**config.mk**
```make
export PLATFORM = sky130hd
export DESIGN_NAME = fp_div_seq
export DESIGN_NICKNAME = d
export VERILOG_FILES = /design/src/rtl/fp_div_seq.sv
export SDC_FILE = /design/constraint.sdc
export NUM_CORES = 1
export LEC_CHECK = 0
export ABC_AREA = 1
export BUFFER_PORTS_ARGS = -buffer_cell sky130_fd_sc_hd__buf_4
export CAP_MARGIN = 5
export CORE_MARGIN = 5
export CORE_UTILIZATION = 50
export DETAILED_ROUTE_END_ITERATION = 8
export PLACE_DENSITY = 0.69
export SLEW_MARGIN = 20
export SYNTH_ARGS = -nofsm -noshare
export SYNTH_HDL_FRONTEND = slang
export SYNTH_SLANG_ARGS = --single-unit
```
**constraint.sdc**
```tcl
create_clock -name clk -period 4.8 [get_ports clk]
set_input_delay 0.72 -clock clk [delete_from_list [all_inputs] [get_ports clk]]
set_output_delay 0.72 -clock clk [all_outputs]
set_load 0.01 [all_outputs]
```
**src/rtl/fp_div_seq.sv**
```systemverilog
// fp_div_seq: sequential single-precision divider, fp_Z = fp_X / fp_Y.
// Radix-2 restoring quotient loop, one quotient bit per clock.
// Subnormal operands are flushed to zero. Underflowing results are also
// flushed to zero. Rounding mode encoding matches the ALU multiply unit.
module fp_div_seq (
  input  logic        clk,
  input  logic        rst,
  input  logic        start,
  input  logic [31:0] fp_X,
  input  logic [31:0] fp_Y,
  input  logic [2:0]  r_mode,
  output logic        busy,
  output logic        done,
  output logic [31:0] fp_Z,
  output logic        ovrf,
  output logic        udrf,
  output logic        dz
);

  typedef enum logic [2:0] {
    S_IDLE  = 3'd0,
    S_LOAD  = 3'd1,
    S_ITER  = 3'd2,
    S_ROUND = 3'd3,
    S_DONE  = 3'd4
  } state_t;

  localparam logic [4:0] LAST_ITER = 5'd26;

  state_t             state_q, state_d;
  logic [31:0]        x_q, x_d;
  logic [31:0]        y_q, y_d;
  logic [2:0]         rm_q, rm_d;
  logic               sign_q, sign_d;
  logic [24:0]        r_q, r_d;
  logic [26:0]        quo_q, quo_d;
  logic signed [9:0]  e_q, e_d;
  logic [4:0]         cnt_q, cnt_d;
  logic               busy_q, busy_d;
  logic               done_q, done_d;
  logic [31:0]        fp_z_q, fp_z_d;
  logic               ovrf_q, ovrf_d;
  logic               udrf_q, udrf_d;
  logic               dz_q, dz_d;

  // Operand classification and quotient-step signals.
  logic        accept_s;
  logic        sign_s;
  logic        x_zero_s, x_inf_s, x_nan_s;
  logic        y_zero_s, y_inf_s, y_nan_s;
  logic [24:0] divisor_s;
  logic [24:0] diff_s;
  logic        ge_s;
  logic [24:0] r_sub_s;

  // Normalise / round path signals.
  logic [22:0]       frac_s;
  logic              g_s, s_s;
  logic signed [9:0] e_norm_s;
  logic              inc_s;
  logic [23:0]       frac_inc_s;
  logic signed [9:0] e_rnd_s;
  logic              ovf_s, udf_s;
  logic [31:0]       ovf_res_s;
  logic [31:0]       result_s;

  // A new request is only taken while no operation is running.
  assign accept_s = start & ~busy_q;
  assign sign_s   = x_q[31] ^ y_q[31];

  // Exponent field 0 is zero (subnormals flushed), 255 is inf/NaN.
  assign x_zero_s = (x_q[30:23] == 8'd0);
  assign x_inf_s  = (x_q[30:23] == 8'hFF) & (x_q[22:0] == 23'd0);
  assign x_nan_s  = (x_q[30:23] == 8'hFF) & (x_q[22:0] != 23'd0);
  assign y_zero_s = (y_q[30:23] == 8'd0);
  assign y_inf_s  = (y_q[30:23] == 8'hFF) & (y_q[22:0] == 23'd0);
  assign y_nan_s  = (y_q[30:23] == 8'hFF) & (y_q[22:0] != 23'd0);

  // Restoring step: subtract the divisor when the remainder covers it.
  assign divisor_s = {2'b01, y_q[22:0]};
  assign diff_s    = r_q - divisor_s;
  assign ge_s      = (r_q >= divisor_s);
  assign r_sub_s   = ge_s ? diff_s : r_q;

  // Normalise the quotient, pick the rounding increment, build the result.
  always_comb begin
    frac_s     = 23'd0;
    g_s        = 1'b0;
    s_s        = 1'b0;
    e_norm_s   = e_q;
    inc_s      = 1'b0;
    frac_inc_s = 24'd0;
    e_rnd_s    = e_q;
    ovf_s      = 1'b0;
    udf_s      = 1'b0;
    ovf_res_s  = 32'd0;
    result_s   = 32'd0;

    // Quotient lies in [0.5, 2): the leading one is at bit 26 or bit 25.
    if (quo_q[26]) begin
      frac_s   = quo_q[25:3];
      g_s      = quo_q[2];
      s_s      = (quo_q[1:0] != 2'd0) | (r_q != 25'd0);
      e_norm_s = e_q;
    end else begin
      frac_s   = quo_q[24:2];
      g_s      = quo_q[1];
      s_s      = quo_q[0] | (r_q != 25'd0);
      e_norm_s = e_q - 10'sd1;
    end

    case (rm_q)
      3'b000:  inc_s = g_s & (s_s | frac_s[0]);
      3'b001:  inc_s = 1'b0;
      3'b010:  inc_s = sign_q & (g_s | s_s);
      3'b011:  inc_s = ~sign_q & (g_s | s_s);
      3'b100:  inc_s = g_s;
      default: inc_s = g_s & (s_s | frac_s[0]);
    endcase

    // A carry out of the fraction means the mantissa became 10.0: the
    // fraction wraps to zero (1.0) and the exponent steps up.
    frac_inc_s = {1'b0, frac_s} + {23'd0, inc_s};
    if (frac_inc_s[23]) begin
      e_rnd_s = e_norm_s + 10'sd1;
    end else begin
      e_rnd_s = e_norm_s;
    end

    ovf_s = (e_rnd_s >= 10'sd255);
    udf_s = (e_rnd_s <= 10'sd0);

    case (rm_q)
      3'b001:  ovf_res_s = {sign_q, 31'h7F7FFFFF};
      3'b010:  ovf_res_s = sign_q ? 32'hFF800000 : 32'h7F7FFFFF;
      3'b011:  ovf_res_s = sign_q ? 32'hFF7FFFFF : 32'h7F800000;
      default: ovf_res_s = {sign_q, 31'h7F800000};
    endcase

    if (ovf_s) begin
      result_s = ovf_res_s;
    end else if (udf_s) begin
      result_s = {sign_q, 31'd0};
    end else begin
      result_s = {sign_q, e_rnd_s[7:0], frac_inc_s[22:0]};
    end
  end

  // Next-state logic for the controller and all datapath registers.
  always_comb begin
    state_d = state_q;
    x_d     = x_q;
    y_d     = y_q;
    rm_d    = rm_q;
    sign_d  = sign_q;
    r_d     = r_q;
    quo_d   = quo_q;
    e_d     = e_q;
    cnt_d   = cnt_q;
    busy_d  = busy_q;
    done_d  = 1'b0;
    fp_z_d  = fp_z_q;
    ovrf_d  = ovrf_q;
    udrf_d  = udrf_q;
    dz_d    = dz_q;

    case (state_q)
      // DONE also accepts a start so back-to-back requests lose no cycle.
      S_IDLE, S_DONE: begin
        if (accept_s) begin
          x_d     = fp_X;
          y_d     = fp_Y;
          rm_d    = r_mode;
          ovrf_d  = 1'b0;
          udrf_d  = 1'b0;
          dz_d    = 1'b0;
          busy_d  = 1'b1;
          state_d = S_LOAD;
        end else begin
          state_d = S_IDLE;
        end
      end

      S_LOAD: begin
        sign_d = sign_s;
        if (x_nan_s | y_nan_s | (x_zero_s & y_zero_s) | (x_inf_s & y_inf_s)) begin
          fp_z_d  = 32'h7FC00000;
          busy_d  = 1'b0;
          done_d  = 1'b1;
          state_d = S_DONE;
        end else if (x_inf_s) begin
          fp_z_d  = {sign_s, 31'h7F800000};
          busy_d  = 1'b0;
          done_d  = 1'b1;
          state_d = S_DONE;
        end else if (y_inf_s | x_zero_s) begin
          fp_z_d  = {sign_s, 31'd0};
          busy_d  = 1'b0;
          done_d  = 1'b1;
          state_d = S_DONE;
        end else if (y_zero_s) begin
          fp_z_d  = {sign_s, 31'h7F800000};
          dz_d    = 1'b1;
          busy_d  = 1'b0;
          done_d  = 1'b1;
          state_d = S_DONE;
        end else begin
          r_d     = {2'b01, x_q[22:0]};
          quo_d   = 27'd0;
          e_d     = $signed({2'b00, x_q[30:23]}) - $signed({2'b00, y_q[30:23]}) + 10'sd127;
          cnt_d   = 5'd0;
          state_d = S_ITER;
        end
      end

      S_ITER: begin
        quo_d = {quo_q[25:0], ge_s};
        r_d   = r_sub_s << 1;
        cnt_d = cnt_q + 5'd1;
        if (cnt_q == LAST_ITER) begin
          state_d = S_ROUND;
        end else begin
          state_d = S_ITER;
        end
      end

      S_ROUND: begin
        fp_z_d  = result_s;
        ovrf_d  = ovf_s;
        udrf_d  = ~ovf_s & udf_s;
        busy_d  = 1'b0;
        done_d  = 1'b1;
        state_d = S_DONE;
      end

      default: begin
        state_d = S_IDLE;
      end
    endcase
  end

  // State and output registers; reset aborts any operation in flight.
  always_ff @(posedge clk) begin
    if (rst) begin
      state_q <= S_IDLE;
      x_q     <= 32'd0;
      y_q     <= 32'd0;
      rm_q    <= 3'd0;
      sign_q  <= 1'b0;
      r_q     <= 25'd0;
      quo_q   <= 27'd0;
      e_q     <= 10'sd0;
      cnt_q   <= 5'd0;
      busy_q  <= 1'b0;
      done_q  <= 1'b0;
      fp_z_q  <= 32'd0;
      ovrf_q  <= 1'b0;
      udrf_q  <= 1'b0;
      dz_q    <= 1'b0;
    end else begin
      state_q <= state_d;
      x_q     <= x_d;
      y_q     <= y_d;
      rm_q    <= rm_d;
      sign_q  <= sign_d;
      r_q     <= r_d;
      quo_q   <= quo_d;
      e_q     <= e_d;
      cnt_q   <= cnt_d;
      busy_q  <= busy_d;
      done_q  <= done_d;
      fp_z_q  <= fp_z_d;
      ovrf_q  <= ovrf_d;
      udrf_q  <= udrf_d;
      dz_q    <= dz_d;
    end
  end

  assign busy = busy_q;
  assign done = done_q;
  assign fp_Z = fp_z_q;
  assign ovrf = ovrf_q;
  assign udrf = udrf_q;
  assign dz   = dz_q;

endmodule

```
==> metrics.md, run 1 <==
| Metric | Value |
|---|---|
| Max VDD drop | `220 uV` |
| Vert. Die Dim | `158 um` |
| Worst-Skew Late Latency | `about 0.43 ns` |
| Final setup violating endpoints | `0` |
| Final Util | `57.4%` |
| Worst path cell trace | `inv_1 -> nand4_1 -> nor4_1 -> nand3_1 -> nand2_1 -> nand3_1 -> nor2_1 -> nand3_1 -> nand2_2 -> clkinv_1 -> buf_4 -> nand2_1 -> a21oi_1` |
| Max Root-Sink Buffers | `2` |
| Num ports | `about 110` |
| Initial DRC Count | `816` |
| Setup Fix Bufs, Post-CTS | `0` |
| Largest fanout on the critical path | `29` |
| Critical Path RT | `5.08 ns` |
| Slowest CP cell | `clkinv_1` |
| Multi-input combinational cell area | `6240 um2` |
| Diode count | `0` |
| Most common cell after layout, fill and taps aside | `nand2_1` |
| Final #Nets | `1821` |
| Worst EP arrival | `approximately 3.9 ns` |
| Final Cycle Share | `around three quarters` |
| Clk network pwr share | `approximately 29%` |
| GR Util All Layers | `23.5%` |
| Gpl congestion | `0.975` |
| Logic pwr share | `39.6%` |
| H-Tree Depth | `4` |
| Critical path class | `reg -> reg` |
| Mapped Area | `10900 um2` |
| Post-Synthesis Cells | `between 1500 and 2000` |
| Yosys warns | `0` |
| Drt total wl | `slightly below 30000 um` |
| WP buf/inv | `3` |
| Synth Net Count | `around 1800` |
| Final Max Slew Viols | `0` |
| Final Skew | `0.0129 ns` |
| Std cell rows | `54` |
| Layout cells sized above 1 | `11.5%` |
| Share of total power in sequential cells | `31.6%` |
| Vias per std cell | `5.36` |
| Critical Path End Type | `flop` |
| Unique cell type count in the Yosys netlist | `54` |
| Synthesis-to-layout area growth | `14.2%` |
| Post_cts resized | `0` |
| Post-layout min period | `about 3.6 ns` |
| Hold path start | `fp_Z[4]` |
| Final std cells w/o fill | `2000` |
| Critical Path Start | `y_q[16]` |
| Clock Sink Count | `about 180` |
| Net Sw Frac | `between 30% and 40%` |
| Die Wd | `158 um` |
| Int Power | `3.19 mW` |
| Commonest non-fill, non-tap cells in the layout | `nand2_1 (394), inv_1 (203), dfxtp_1 (175)` |
| CTS tree | `built` |
| Starting Density | `50.3%` |
| Post-synth EDFFs | `0` |
| Global-route wire length before repair | `47600 um` |
| Net Sw Power | `2.08 mW` |
| Hold Slack | `0.459 ns` |
| Status | `finished, final reports clean` |
| TritonCTS buffer count | `17` |
| FF-to-FF setup slack | `1.21 ns` |
| Setup TNS | `0 ns` |
| Die area | `around 25000 um2` |
| Delay-heaviest family, CP | `simple AND/OR/NAND/NOR gates` |
| Final HPWL DP | `21500 um` |
| DRC Markers | `0` |
| Hold WC Path Type | `reg -> reg` |
| Drt first pass iters | `6` |
| Vias in the first global route | `9465` |
| Final ANT Viol Nets | `0` |
| Post-CTS Hold Buffers | `0` |
| Max_cap viols | `0` |
| Placed Cells | `1971` |
| Slew margin rel. | `32.7%` |
| Routed vias | `10700` |
| CTS clk-pin slew, worst paths | `0.07 ns` |
| Crit-path max cell delay | `0.67 ns` |
| Reg-to-Reg Start | `y_q[16]` |
| Antenna violations before repair | `0` |
| Max Clk Rate | `278 MHz` |
| # port buffers | `106` |
| Reg area | `roughly 3500 um2` |
| Leak Pwr | `5.66 nW` |
| Most common cell on crit path | `nand3_1` |
| Unrepaired setup endpoints after global routing | `no` |
| Post-synthesis sequential area ratio | `32.2%` |
| Least-Margin Pin Slew | `about 1 ns` |
| Top FF cell, synth | `dfxtp_1` |
| WL/cell | `about 15 um` |
| Synth Register Bits | `about 180` |
| Largest net degree at the start of global routing | `68` |
| Async set or reset register ratio after synthesis | `0%` |
| CP Launch Type | `flop` |
| Placeable core region | `21600 um2` |
| Power Dens Cells | `424 nW/um2` |
| Syn_area_per_cell | `6.60 um2` |
| Fillers | `around 2100` |
| Final hold vios | `0` |
| GR Overflow Total | `0` |
| Root Buffer | `clkbuf_16` |
==> routing by layer <==
| layer | vias to the layer above | wire length, um | global-route usage, % |
|---|---|---|---|
| met3 | 37 | 2000 | 4.84 |
| met1 | 4843 | 14800 | 35.4 |
| met2 | 325 | 12200 | 34.6 |
| li1 | 5522 | - | - |
| met4 | 0 | 381 | 4.96 |
| met5 | - | 0 | 0 |
==> worst reg2reg max path, cell delays in order, from the launching register on <==
cell and delay (ns):
dfxtp_1 0.31, inv_1 0.11, nand4_1 0.10, nor4_1 0.50, nand3_1 0.13, nand2_1 0.10, nand3_1 0.06, nor2_1 0.36
nand3_1 0.21, nand2_2 0.22, clkinv_1 0.67, buf_4 0.51, nand2_1 0.10, a21oi_1 0.06
==> flip-flops by register name (all words and copies together), names as in the netlist <==
register	flops
r_q	25
x_q	32
cnt_q	5
y_q	32
quo_q	27
ovrf	1
fp_Z	32
rm_q	3
state_q	3
udrf	1
busy	1
sign_q	1
e_q	10
dz	1
done	1
==> area by class of cell <==
| class | instances | area share, % |
|---|---|---|
| clock inverter | 10 | 1.51 |
| tap | 280 | 2.82 |
| multi-input combinational | 1184 | 50.2 |
| clock buffer | 19 | 3.57 |
| sequential | 175 | 28.2 |
| inverter | 215 | 6.50 |
| timing repair buffer | 117 | 7.17 |
==> cell usage after synthesis (all sizes together), types with 2 or more instances <==
| master | n | area share (%) |
|---|---|---|
| clkinv | 4 | 0.14 |
| o21bai | 6 | 0.41 |
| a21o | 2 | 0.14 |
| dfxtp | 175 | 32 |
| a211oi | 4 | 0.28 |
| ha | 39 | 4.5 |
| xnor2 | 21 | 1.7 |
| nor3 | 13 | 0.60 |
| o211ai | 24 | 1.7 |
| a21oi | 140 | 6.5 |
| nand3 | 125 | 6.0 |
| nor4 | 8 | 0.46 |
| nor2 | 139 | 5.3 |
| o22ai | 2 | 0.12 |
| o21a | 4 | 0.28 |
| nand3b | 13 | 1.0 |
| fa | 2 | 0.37 |
| nand4 | 56 | 3.4 |
| o21ai | 124 | 5.9 |
| and2 | 2 | 0.12 |
| a31oi | 8 | 0.46 |
| inv | 211 | 7.3 |
| xor2 | 30 | 2.4 |
| nand2 | 409 | 15 |
| clkbuf | 52 | 1.8 |
| buf | 22 | 1.5 |
==> cells by family after synthesis <==
| family | Yosys count | share of synthesized area, % |
|---|---|---|
| XOR/XNOR | 51 | 4.11 |
| AND/OR/NAND/NOR | 769 | 31.7 |
| flip-flops | 175 | 32.2 |
| adder cells (fa/ha/maj) | 41 | 4.85 |
| buffers and inverters | 289 | 10.7 |
| AO/OA/AOI/OAI | 323 | 16.5 |
==> power groups by stage <==
stage	sequential [mW]	combinational (mW)	clock (mW)
finish	1.66	2.09	1.52
global route	1.68	2.35	1.60
CTS	1.66	2.06	1.54
detailed placement	1.70	2.05	0
global placement	1.69	2.03	0
floorplan	1.68	1.64	0
==> final timing paths <==
check,endpoint,cells after the start
worst max-delay path,quo_q[14],13
worst min-delay path,fp_Z[4],2
worst max register to register,quo_q[14],13
worst min register to register,fp_Z[4],2
==> metrics by stage <==
step | worst slack, ns | total power [mW] | area [um2]
after floorplan | 1.78 | 3.33 | 10900
after global placement | 1.39 | 3.72 | 11800
after detailed placement | 1.31 | 3.74 | 11800
after CTS | 1.27 | 5.26 | 12400
after global routing | 0.857 | 5.62 | 12400
final | 1.21 | 5.27 | 12400
Note: power is estimated with default switching activity, not from simulation.
==> inputs of run 2 (changes only) <==
Settings changed: PLACE_DENSITY 0.69 to 0.72.
Clock period 4.8 ns to 3.3 ns, I/O delays scaled along.
==> metrics.md, run 2 (synthesis gave the netlist of run 1 again) <==
| Metric | Value |
|---|---|
| Delay-heaviest family, CP | `simple AND/OR/NAND/NOR gates` |
| Antenna violations before repair | `0 (unchanged)` |
| Crit-path max cell delay | `0.34 ns (-0.33 ns)` |
| Hold WC Path Type | `in -> reg` |
| Std cell rows | `54 (unchanged)` |
| Leak Pwr | `5.95 nW (+5.0%)` |
| CTS clk-pin slew, worst paths | `0.07 ns (about the same)` |
| Final Cell Area | `13000 um2 (+4.4%)` |
| Largest net degree at the start of global routing | `77 (+13%)` |
| DRC Markers | `0 (unchanged)` |
| WL/cell | `14.7 um (+0.19%)` |
| Reg-to-Reg Start | `r_q[12]` |
| Vias in the first global route | `9808 (+3.6%)` |
| Tot Pwr | `8.09 mW (+53%)` |
| Die Wd | `158 um (unchanged)` |
| Placed Cells | `2000 (+1.5%)` |
| Final HPWL DP | `21500 um (-0.19%)` |
| Gpl congestion | `0.941 (-3.4%)` |
| Cell Area, Placed | `12000 um2 (+2.0%)` |
| Max VDD drop | `367 uV (+66%)` |
| Starting Density | `50.3% (unchanged)` |
| Num ports | `107 (unchanged)` |
| GR Overflow Total | `0 (unchanged)` |
| Initial DRC Count | `977 (+20%)` |
| Vert. Die Dim | `158 um (unchanged)` |
| Final hold vios | `0 (unchanged)` |
| Max Root-Sink Buffers | `2 (unchanged)` |
| Power Dens Cells | `624 nW/um2 (+47%)` |
| Worst-Skew Late Latency | `0.44 ns (about the same)` |
| Synthesis-to-layout area growth | `19.2%` |
| Max_cap viols | `0 (unchanged)` |
| Critical Path Start | `r_q[12]` |
| H-Tree Depth | `4 (unchanged)` |
| Slew margin rel. | `47.4% (+15 points)` |
| WP buf/inv | `2 (-1)` |
| Global-route wire length before repair | `48300 um (+1.5%)` |
| Critical path class | `reg -> reg` |
| Placeable core region | `21600 um2 (unchanged)` |
| Max Clk Rate | `323 MHz (+16%)` |
| Worst path cell trace | `nor4_2 -> nand4_1 -> nor4_4 -> a31oi_1 -> ha_2 -> nand3_1 -> nor2_4 -> nand3_4 -> buf_6 -> nand2_1 -> nand2_1 -> nand2_1 -> nor2_4 -> buf_12 -> nand4_4 -> nand3b_1 -> nand2_1 -> nand3_1 -> nand2_1` |
| Commonest non-fill, non-tap cells in the layout | `nand2_1 (391), inv_1 (202), dfxtp_1 (173)` |
| Worst EP arrival | `3.43 ns (-0.44 ns)` |
| Final Util | `60.0% (+2.5 points)` |
| Final Skew | `0.0136 ns (+0.000682 ns)` |
| Clock Sink Count | `175 (unchanged)` |
| Most common cell after layout, fill and taps aside | `nand2_1` |
| Largest fanout on the critical path | `8 (-72%)` |
| GR Util All Layers | `23.4% (-0.041 points)` |
| Final setup violating endpoints | `0 (unchanged)` |
| Most common cell on crit path | `nand2_1` |
| # port buffers | `106 (unchanged)` |
| Die area | `24800 um2 (unchanged)` |
| TritonCTS buffer count | `17 (unchanged)` |
| Status | `finished, final reports clean` |
| Drt first pass iters | `8 (+2)` |
| Critical Path RT | `3.63 ns (-1.45 ns)` |
| Post-layout min period | `3.10 ns (-0.497 ns)` |
| Slowest CP cell | `dfxtp_1` |
| Fillers | `2031 (-5.1%)` |
| Drt total wl | `30100 um (+2.6%)` |
| Vias per std cell | `5.37 (+0.20%)` |
| Layout cells sized above 1 | `14.9% (+3.4 points)` |
| Critical Path End Type | `flop` |
| CTS tree | `built` |
| Final Max Slew Viols | `0 (unchanged)` |
| Root Buffer | `clkbuf_16` |
| Diode count | `0 (unchanged)` |
| CP Launch Type | `flop` |
| Routed vias | `11000 (+2.6%)` |
| Final #Nets | `1866 (+2.5%)` |
| Final Cycle Share | `93.8% (+19 points)` |
| Final std cells w/o fill | `2048 (+2.4%)` |
| Final ANT Viol Nets | `0 (unchanged)` |
| Least-Margin Pin Slew | `0.785 ns (-0.223 ns)` |
| Hold path start | `fp_X[25]` |
run 2: cell count changes in the layout (fill, tap and decap cells not counted), moves of 2 or more:
| cell | previous run | this run |
|---|---|---|
| buf_4 | 116 | 150 |
| buf_12 | 1 | 4 |
| inv_6 | 1 | 4 |
| dfxtp_2 | 0 | 2 |
| nor2_1 | 128 | 125 |
| nor2_4 | 6 | 8 |
| bufinv_16 | 5 | 3 |
| nand2_2 | 12 | 14 |
| nand4_4 | 1 | 4 |
| buf_6 | 0 | 2 |
| dfxtp_1 | 175 | 173 |
| nor4_1 | 8 | 4 |
| nor4_4 | 0 | 3 |
| nand2_1 | 394 | 391 |
run 2: timing repair:
action                     in CTS  in global routing
hold buffers                    0                  0
pin swaps                       1                 15
setup endpoints to repair      23                 32
resized for setup               6                 27
cloned                          1                  5
setup buffers                   0                 10
hold endpoints to repair        0                  0
run 2: worst reg2reg max path, cell delays in order (launching register included):
cell and delay [ns]:
dfxtp_1 0.34, nor4_2 0.34, nand4_1 0.22, nor4_4 0.31, a31oi_1 0.12, ha_2 0.21
nand3_1 0.13, nor2_4 0.07, nand3_4 0.10, buf_6 0.15, nand2_1 0.05, nand2_1 0.09
nand2_1 0.11, nor2_4 0.13, buf_12 0.14, nand4_4 0.15, nand3b_1 0.16, nand2_1 0.07
nand3_1 0.07, nand2_1 0.05
run 2: worst paths after layout:
check / to / slack [ns] / depth (start not counted)
max: fp_Z[2] / 0.20 / 19
min: x_q[25] / 0.31 / 3
max reg2reg: fp_Z[2] / 0.20 / 19
min reg2reg: fp_Z[5] / 0.46 / 2
run 2: layout make-up:
cell class	instances	area, um2	share of cell area, %
Inverter	215	807	6.22
Multi-Input combinational cell	1190	6450	49.8
Tap cell	280	350	2.70
Timing Repair Buffer	156	1230	9.48
Clock inverter	13	176	1.36
Clock buffer	19	443	3.42
Sequential cell	175	3510	27.0
run 2: power by group:
group	leakage [nW]	total, mW	internal (mW)	switching (mW)
sequential	1.43	2.42	2.31	0.114
clock	0.293	2.14	1.23	0.915
combinational	4.22	3.52	1.22	2.30
total	5.95	8.09	4.76	3.33
run 2: layer usage:
| layer | global-route usage, % | up-vias | wire (um) |
|---|---|---|---|
| met5 | 0 | - | 0 |
| met4 | 6.43 | 0 | 497 |
| met3 | 3.66 | 40 | 2500 |
| met2 | 33.9 | 458 | 12500 |
| met1 | 36.0 | 4882 | 14700 |
| li1 | - | 5626 | - |
run 2: through the flow:
stage	TNS, ns	hold WS [ns]	setup WS [ns]
after detailed placement	-0.0457	0.445	-0.0185
final	0	0.309	0.203
after floorplan	0	0.444	0.281
after CTS	0	0.302	0.0723
after global placement	0	0.444	0.114
after global routing	-0.297	0.331	-0.0462
==> inputs of run 3 (changes only) <==
Settings changed: MAX_ROUTING_LAYER from default to met4.
==> metrics.md, run 3 (synthesis gave the netlist of run 1 again) <==
| Metric | Value |
|---|---|
| Status | `finished, final reports clean` |
| Initial DRC Count | `960 (-1.7%)` |
| H-Tree Depth | `4 (unchanged)` |
| TritonCTS buffer count | `17 (unchanged)` |
| WL/cell | `14.8 um (+0.41%)` |
| Max_cap viols | `0 (unchanged)` |
| Critical Path End Type | `flop` |
| Final #Nets | `1858 (-0.43%)` |
| Root Buffer | `clkbuf_16` |
| Hold WC Path Type | `in -> reg` |
| Diode count | `0 (unchanged)` |
| Slowest CP cell | `dfxtp_2` |
| CTS tree | `built` |
| Global-route wire length before repair | `49000 um (+1.4%)` |
| Starting Density | `50.3% (unchanged)` |
| Final Skew | `0.00913 ns (-0.00449 ns)` |
| Largest net degree at the start of global routing | `82 (+6.5%)` |
| Antenna violations before repair | `0 (unchanged)` |
| CP Launch Type | `flop` |
| Final Util | `59.7% (-0.32 points)` |
| Final Max Slew Viols | `0 (unchanged)` |
| GR Util All Layers | `24.6% (+1.2 points)` |
| Std cell rows | `54 (unchanged)` |
| Share of total power in sequential cells | `30.4% (+0.5 points)` |
| Die Wd | `158 um (unchanged)` |
| # port buffers | `106 (unchanged)` |
| Post-layout min period | `3.19 ns (+0.0905 ns)` |
| Routed vias | `11100 (+0.54%)` |
| Crit-path max cell delay | `0.36 ns (+0.02 ns)` |
| Num ports | `107 (unchanged)` |
| Layout cells sized above 1 | `14.8% (-0.10 points)` |
| Most common cell after layout, fill and taps aside | `nand2_1` |
| Max Clk Rate | `314 MHz (-2.8%)` |
| Int Power | `4.69 mW (-1.4%)` |
| Placeable core region | `21600 um2 (unchanged)` |
| GR Overflow Total | `0 (unchanged)` |
| Least-Margin Pin Slew | `0.664 ns (-0.120 ns)` |
| Drt total wl | `30100 um (about the same)` |
| WP buf/inv | `1 (-1)` |
| Drt first pass iters | `5 (-3)` |
| Die area | `24800 um2 (unchanged)` |
| Worst EP arrival | `3.52 ns (+0.09 ns)` |
| Setup TNS | `0 ns (unchanged)` |
| Delay-heaviest family, CP | `simple AND/OR/NAND/NOR gates` |
| Slew margin rel. | `55.5% (+8.1 points)` |
| Clk network pwr share | `26.7% (+0.2 points)` |
| Max Root-Sink Buffers | `2 (unchanged)` |
| Gpl congestion | `0.959 (+1.8%)` |
| Final ANT Viol Nets | `0 (unchanged)` |
| Final HPWL DP | `21700 um (+0.74%)` |
| DRC Markers | `0 (unchanged)` |
| Final hold vios | `0 (unchanged)` |
| Power Dens Cells | `618 nW/um2 (-0.91%)` |
| Max VDD drop | `335 uV (-8.5%)` |
| Synthesis-to-layout area growth | `18.6%` |
| Vert. Die Dim | `158 um (unchanged)` |
| Final Cycle Share | `96.6% (+2.7 points)` |
| Worst-Skew Late Latency | `0.44 ns (about the same)` |
| Final setup violating endpoints | `0 (unchanged)` |
| Leak Pwr | `5.91 nW (-0.68%)` |
| Largest fanout on the critical path | `8 (unchanged)` |
| Most common cell on crit path | `nand2_1` |
| Vias in the first global route | `9938 (+1.3%)` |
| Clock Sink Count | `175 (unchanged)` |
| CTS clk-pin slew, worst paths | `0.07 ns (about the same)` |
| Critical Path RT | `3.63 ns (about the same)` |
| Net Sw Frac | `41.2% (about the same)` |
| Worst path cell trace | `nor4_4 -> nand4_1 -> nor4_4 -> a31oi_1 -> ha_2 -> nand3_1 -> nor2_4 -> nand3_4 -> buf_6 -> nand2_1 -> o21ai_2 -> nand2_2 -> nor2_4 -> nand4_2 -> nand3b_1 -> nand2_1 -> nand3_1 -> nand2_1` |
| Unrepaired setup endpoints after global routing | `yes` |
| Vias per std cell | `5.42 (+0.93%)` |
| Logic pwr share | `42.8% (-0.7 points)` |
| Critical path class | `reg -> reg` |
| Net Sw Power | `3.28 mW (-1.5%)` |
| Commonest non-fill, non-tap cells in the layout | `nand2_1 (389), inv_1 (201), dfxtp_1 (173)` |
[run 3: per-layer routing]
layer,track usage (%),part of all wire [%],vias to the layer above,wire (um)
met5,-,0,-,0
met4,4.96,1.1,0,334
met3,3.74,8.0,33,2400
met2,34.8,42,402,12700
met1,37.1,49,5010,14700
li1,-,-,5620,-
[run 3: cell type report]
type | count | area, um2
clock inverter | 14 | 179
tap | 280 | 350
fill | 2025 | 8720
sequential | 175 | 3510
clock buffer | 18 | 429
inverter | 215 | 807
multi-input combinational | 1189 | 6450
timing repair buffer | 149 | 1180
[run 3: worst paths after layout]
path                            startpoint       end  slack (ns)  cells past startpoint
worst min-delay path              fp_X[25]   x_q[25]        0.31                      3
worst max register to register      r_q[3]  fp_Z[22]        0.11                     18
worst min register to register     fp_Z[4]   fp_Z[4]        0.45                      2
worst max-delay path                r_q[3]  fp_Z[22]        0.11                     18
[run 3: power by group through the flow]
stage          clock network, mW  registers (mW)  logic [mW]
2_1_floorplan                  0            2.45        2.39
3_3_place_gp                   0            2.46        3.05
3_5_place_dp                   0            2.46        3.08
4_1_cts                     2.17            2.42        3.12
5_1_grt                     2.26            2.45        3.79
6_report                    2.13            2.42        3.41
[run 3: repair_timing]
action | CTS | global route
pin swaps | 0 | 15
setup buffers | 0 | 5
cloned | 0 | 5
gates resized for setup | 3 | 35
hold buffers | 0 | 0
setup endpoints to repair | 27 | 32
[run 3: metrics by stage]
step                power [mW]  worst slack [ns]  area [um2]  hold slack (ns)  cells
finish                    7.97             0.113       12900            0.313   2040
global placement          5.51           -0.0217       12000            0.446   1998
global route              8.50           -0.0509       12900            0.329   2040
detailed placement        5.55            -0.133       12000            0.443   1998
CTS                       7.70            0.0180       12600            0.298   2030
floorplan                 4.84             0.281       10900            0.444   1648
[run 3: tightest hold or removal path, cell delays in order]
cell and delay, ns:
buf_4 0.07, o21ai_0 0.07, nor2_1 0.08
